===== config.mk =====
export PLATFORM = sky130hd
export DESIGN_NAME = bcd_updown_counter
export DESIGN_NICKNAME = d
export VERILOG_FILES = /design/src/rtl/bcd_pkg.sv /design/src/rtl/bcd_digit.sv /design/src/rtl/bcd_updown_counter.sv
export SDC_FILE = /design/constraint.sdc
export NUM_CORES = 1
export LEC_CHECK = 0
export CAP_MARGIN = 5
export CORE_UTILIZATION = 49
export DETAILED_ROUTE_END_ITERATION = 8
export PLACE_DENSITY = 0.77
export SETUP_SLACK_MARGIN = 0.2
export SLEW_MARGIN = 20
export SYNTH_ARGS = -nofsm -noshare
export SYNTH_HDL_FRONTEND = slang
export SYNTH_SLANG_ARGS = --single-unit
export TNS_END_PERCENT = 100

===== constraint.sdc =====
create_clock -name clk -period 2.1 [get_ports clk]
set_input_delay 0.42 -clock clk [delete_from_list [all_inputs] [get_ports clk]]
set_output_delay 0.42 -clock clk [all_outputs]
set_load 0.005 [all_outputs]

===== src/rtl/bcd_pkg.sv =====
// Shared BCD constants and a digit-validity helper used by the counter and its digits.
package bcd_pkg;
  localparam int DIGIT_W = 4;
  localparam logic [DIGIT_W-1:0] BCD_MAX = 4'd9;
  localparam logic [DIGIT_W-1:0] BCD_MIN = 4'd0;

  function automatic logic bcd_valid(input logic [DIGIT_W-1:0] d);
    return d <= BCD_MAX;
  endfunction
endpackage


===== src/rtl/bcd_digit.sv =====
// One decade of the cascaded BCD up/down counter; passes a count enable to the next decade.
module bcd_digit
  import bcd_pkg::*;
(
  input  logic               clk,
  input  logic               reset,
  input  logic               load,
  input  logic [DIGIT_W-1:0] load_digit,
  input  logic               cnt_in,
  input  logic               up,
  output logic [DIGIT_W-1:0] digit,
  output logic               cnt_out
);
  logic [DIGIT_W-1:0] digit_d;
  logic [DIGIT_W-1:0] digit_q;

  always_comb begin
    digit_d = digit_q;
    if (load) begin
      // Illegal nibbles collapse to zero so q never leaves 0..9.
      digit_d = bcd_valid(load_digit) ? load_digit : BCD_MIN;
    end else if (cnt_in) begin
      if (up) digit_d = (digit_q == BCD_MAX) ? BCD_MIN : digit_q + 4'd1;
      else    digit_d = (digit_q == BCD_MIN) ? BCD_MAX : digit_q - 4'd1;
    end
  end

  always_ff @(posedge clk) begin
    if (reset) digit_q <= BCD_MIN;
    else       digit_q <= digit_d;
  end

  assign digit   = digit_q;
  assign cnt_out = cnt_in & (up ? (digit_q == BCD_MAX) : (digit_q == BCD_MIN));
endmodule


===== src/rtl/bcd_updown_counter.sv =====
// Cascaded DIGITS-decade BCD up/down counter with parallel load, terminal count and wrap pulse.
module bcd_updown_counter
  import bcd_pkg::*;
#(
  parameter int DIGITS = 4
) (
  input  logic                    clk,
  input  logic                    reset,
  input  logic                    en,
  input  logic                    up,
  input  logic                    load,
  input  logic [DIGIT_W*DIGITS-1:0] load_val,
  output logic [DIGIT_W*DIGITS-1:0] q,
  output logic                    tc,
  output logic                    wrap,
  output logic                    load_err
);
  logic [DIGITS:0] carry;
  logic            all_max;
  logic            all_min;
  logic            bad_nibble;
  logic            wrap_d, wrap_q;
  logic            load_err_d, load_err_q;

  // Load suppresses counting at the chain head, so no wrap can ripple out.
  assign carry[0] = en & ~load;

  for (genvar i = 0; i < DIGITS; i++) begin : g_digit
    bcd_digit u_digit (
      .clk        (clk),
      .reset      (reset),
      .load       (load),
      .load_digit (load_val[i*DIGIT_W +: DIGIT_W]),
      .cnt_in     (carry[i]),
      .up         (up),
      .digit      (q[i*DIGIT_W +: DIGIT_W]),
      .cnt_out    (carry[i+1])
    );
  end

  always_comb begin
    all_max    = 1'b1;
    all_min    = 1'b1;
    bad_nibble = 1'b0;
    for (int i = 0; i < DIGITS; i++) begin
      if (q[i*DIGIT_W +: DIGIT_W] != BCD_MAX) all_max = 1'b0;
      if (q[i*DIGIT_W +: DIGIT_W] != BCD_MIN) all_min = 1'b0;
      if (!bcd_valid(load_val[i*DIGIT_W +: DIGIT_W])) bad_nibble = 1'b1;
    end
  end

  assign tc = en & (up ? all_max : all_min);

  always_comb begin
    wrap_d     = carry[DIGITS];
    load_err_d = load & bad_nibble;
  end

  always_ff @(posedge clk) begin
    if (reset) begin
      wrap_q     <= 1'b0;
      load_err_q <= 1'b0;
    end else begin
      wrap_q     <= wrap_d;
      load_err_q <= load_err_d;
    end
  end

  assign wrap     = wrap_q;
  assign load_err = load_err_q;
endmodule


==> results.txt <==
FMAX = 459.6 MHz
final number of hold-violating endpoints = 0
total iterations of the first detailed-routing run = 4
met2 usage = 45.65%
commonest non-fill, non-tap cell in the layout = clkdlybuf4s50_1
grt met1 use = 37.08%
antenna-violating nets left = 0
Die H = 58.54 um
outcome = complete, but fails checks
kind of critical path = register to output port
Sink Count = 18
RePlAce Congestion = 0.8510
Buf/Inv on CP = 1
flop2flop setup slack = 0.24 ns
clock root buffer = clkbuf_4
final worst slack = -0.07577 ns
core area = 3053 um^2
I/O Pins = 40
diode count = 0
drt drc = 0
via total after detailed routing = 1849
FP Rows = 20
Synth area leaders = dfxtp_1 (23%), o21ai_0 (7.3%), a21oi_1 (6.1%)
H-Tree Depth = 1
Post-synth EDFFs = 0
Setup crit end kind = output port
fin util = 75.25%
DR vias/cell = 5.760
wire per inst = 14.43 um
final wirelength = 4631 um
Clock Path Buffers = 2
Max Slew Vio Count = 0
Syn Inst Count = 212
final setup violation count = 1
ys flop type = dfxtp_1
worst path required time = 1.68 ns
RSZ-0062 raised after global routing = true
MaxCap Viol Count = 0
Max transition margin = 71.48%
synth warn = 0
Net Count, Synth = 233
Critical Path, Cell by Cell = or2_1 > nand3b_1 > nor3_2 > a31oi_1 > nor4_1 > buf_2
crit path DAT = 1.76 ns
failing checks = setup timing
sequential fraction of the synthesis area = 23.00%
gr busiest metal = met2
syn avg cell area = 7.389 um^2
CP max-delay cell = dfxtp_1
Tcrit/Tclk final = 103.6%
first-pass GRT wire length = 7383 um
DP Worst Slack = -0.5720 ns
Synth area leader = dfxtp_1
commonest cells after routing, fill and taps aside = clkdlybuf4s50_1 (37), buf_4 (33), o21ai_0 (21)
Final Net Count = 300
IO buf count = 39
chip width = 58.54 um
initial antenna violation count = 0
Iteration-0 DRC Markers = 141
Yosys reg bits = 18
layout cell share with drive strength beyond 1 = 24.55%
pwr/cell area = 424.3 nW/um^2
Leak = 0.8622 nW
asr flop ratio synth = 0%
Critical Path Max Stage Delay = 0.32 ns
Synth top area share = 23.00%
clock transition at the registers of the reported paths = 0.11 ns
CP Launch Type = register
FILL cells = 239
Skew-Pair Late Insertion Delay = 0.31 ns
CP delay by family, top = simple AND/OR/NAND/NOR gates
met3 Track Usage GR = 5.495%
gr usage total = 28.06%
Detailed Place HPWL = 3248 um
GRT overflow = 0
Initial Util = 51.31%
CTS tree = yes
Period minus WS final = 2.176 ns
vias in the first global route = 1621
peak supply drop = 0.4148 mV
largest net degree at the start of global routing = 28
Worst-Margin Slew = 0.4234 ns
mapped cell area = 1567 um^2
Hold WC Path Type = register to register
clock skew = 0.007141 ns
post-synth cell types = 61
total design power = 0.9748 mW
die area = 3427 um^2
Num CTS Buffers = 3
Layout area overhead = 46.65%
worst-path fanout max = 2
[registers in the layout, indices dropped and copies added (netlist names)]
signal                 flops
load_err                   1
g_digit.u_digit.digit     16
wrap                       1
[stage by stage]
step / hold slack [ns] / area [um^2] / TNS, ns / instances
2_1_floorplan: 0.5369 / 1567 / 0 / 212
3_3_place_gp: 0.5775 / 2166 / -2.940 / 310
3_5_place_dp: 0.5877 / 2166 / -3.266 / 310
4_1_cts: 0.6023 / 2241 / -0.09982 / 320
5_1_grt: 0.6342 / 2297 / -0.1562 / 321
6_report: 0.6174 / 2297 / -0.07577 / 321
[worst paths after layout]
| path | from | end | cells after the start |
|---|---|---|---|
| setup / recovery | g_digit[1].u_digit.digit[3] | tc | 6 |
| hold / removal | g_digit[3].u_digit.digit[1] | wrap | 2 |
| setup reg to reg | g_digit[2].u_digit.digit[0] | g_digit[2].u_digit.digit[1] | 13 |
| hold reg to reg | g_digit[3].u_digit.digit[1] | wrap | 2 |
[area by class of cell]
cell class                      count  area, um^2  area share (%)
Clock buffer                        3       22.52          0.9804
Inverter                            9       33.78           1.471
Multi-Input combinational cell    166        1094           47.60
Sequential cell                    18       362.8           15.80
Tap cell                           44       55.05           2.397
Timing Repair Buffer               81       729.5           31.75
[report_power, final]
part	internal [mW]	switching, mW
registers	0.362	0.0164
logic	0.216	0.191
clock network	0.0672	0.122
[cells by family after synthesis]
kind of cell	count (synthesis)	share of synthesized area (%)
AOI/OAI and AO/OA	75	32.75
xor gates and xnor gates	7	3.914
buffers and inverters	28	8.626
DFF	18	23.00
muxes	4	2.636
and+or+nand+nor	80	29.08
[worst reg2reg max path, stage by stage (launching register included)]
cell	delay (ns)
dfxtp_2	0.36
nor2_2	0.12
buf_4	0.12
buf_6	0.08
buf_6	0.08
buf_6	0.08
buf_6	0.08
buf_6	0.08
buf_6	0.08
buf_6	0.09
o21ai_2	0.05
a2111oi_2	0.36
o21ai_1	0.09
o311ai_1	0.09
[synthesized netlist by cell type (6+ instances only)]
library cell  instances
a21oi_1              19
o21ai_0              23
clkbuf_1              9
buf_2                 6
nand2_1              13
nand3_1               7
nor3_1               12
dfxtp_1              18
inv_1                 8
nor2_1               13
[metal layers]
metal,part of all wire (%),wire [um]
met5,0,0
met4,0.97,45
met3,5.6,260
met2,48,2243
met1,45,2081
[repair_timing]
| action | 4_1_cts | 5_1_grt |
|---|---|---|
| hold buffers | 0 | 0 |
| buffers inserted | 7 | 1 |
| endpoints found under the setup margin | 11 | 5 |
| pin swaps | 5 | 8 |
| gates resized for setup | 16 | 13 |
No activity file was read; power rests on OpenSTA's default activity.
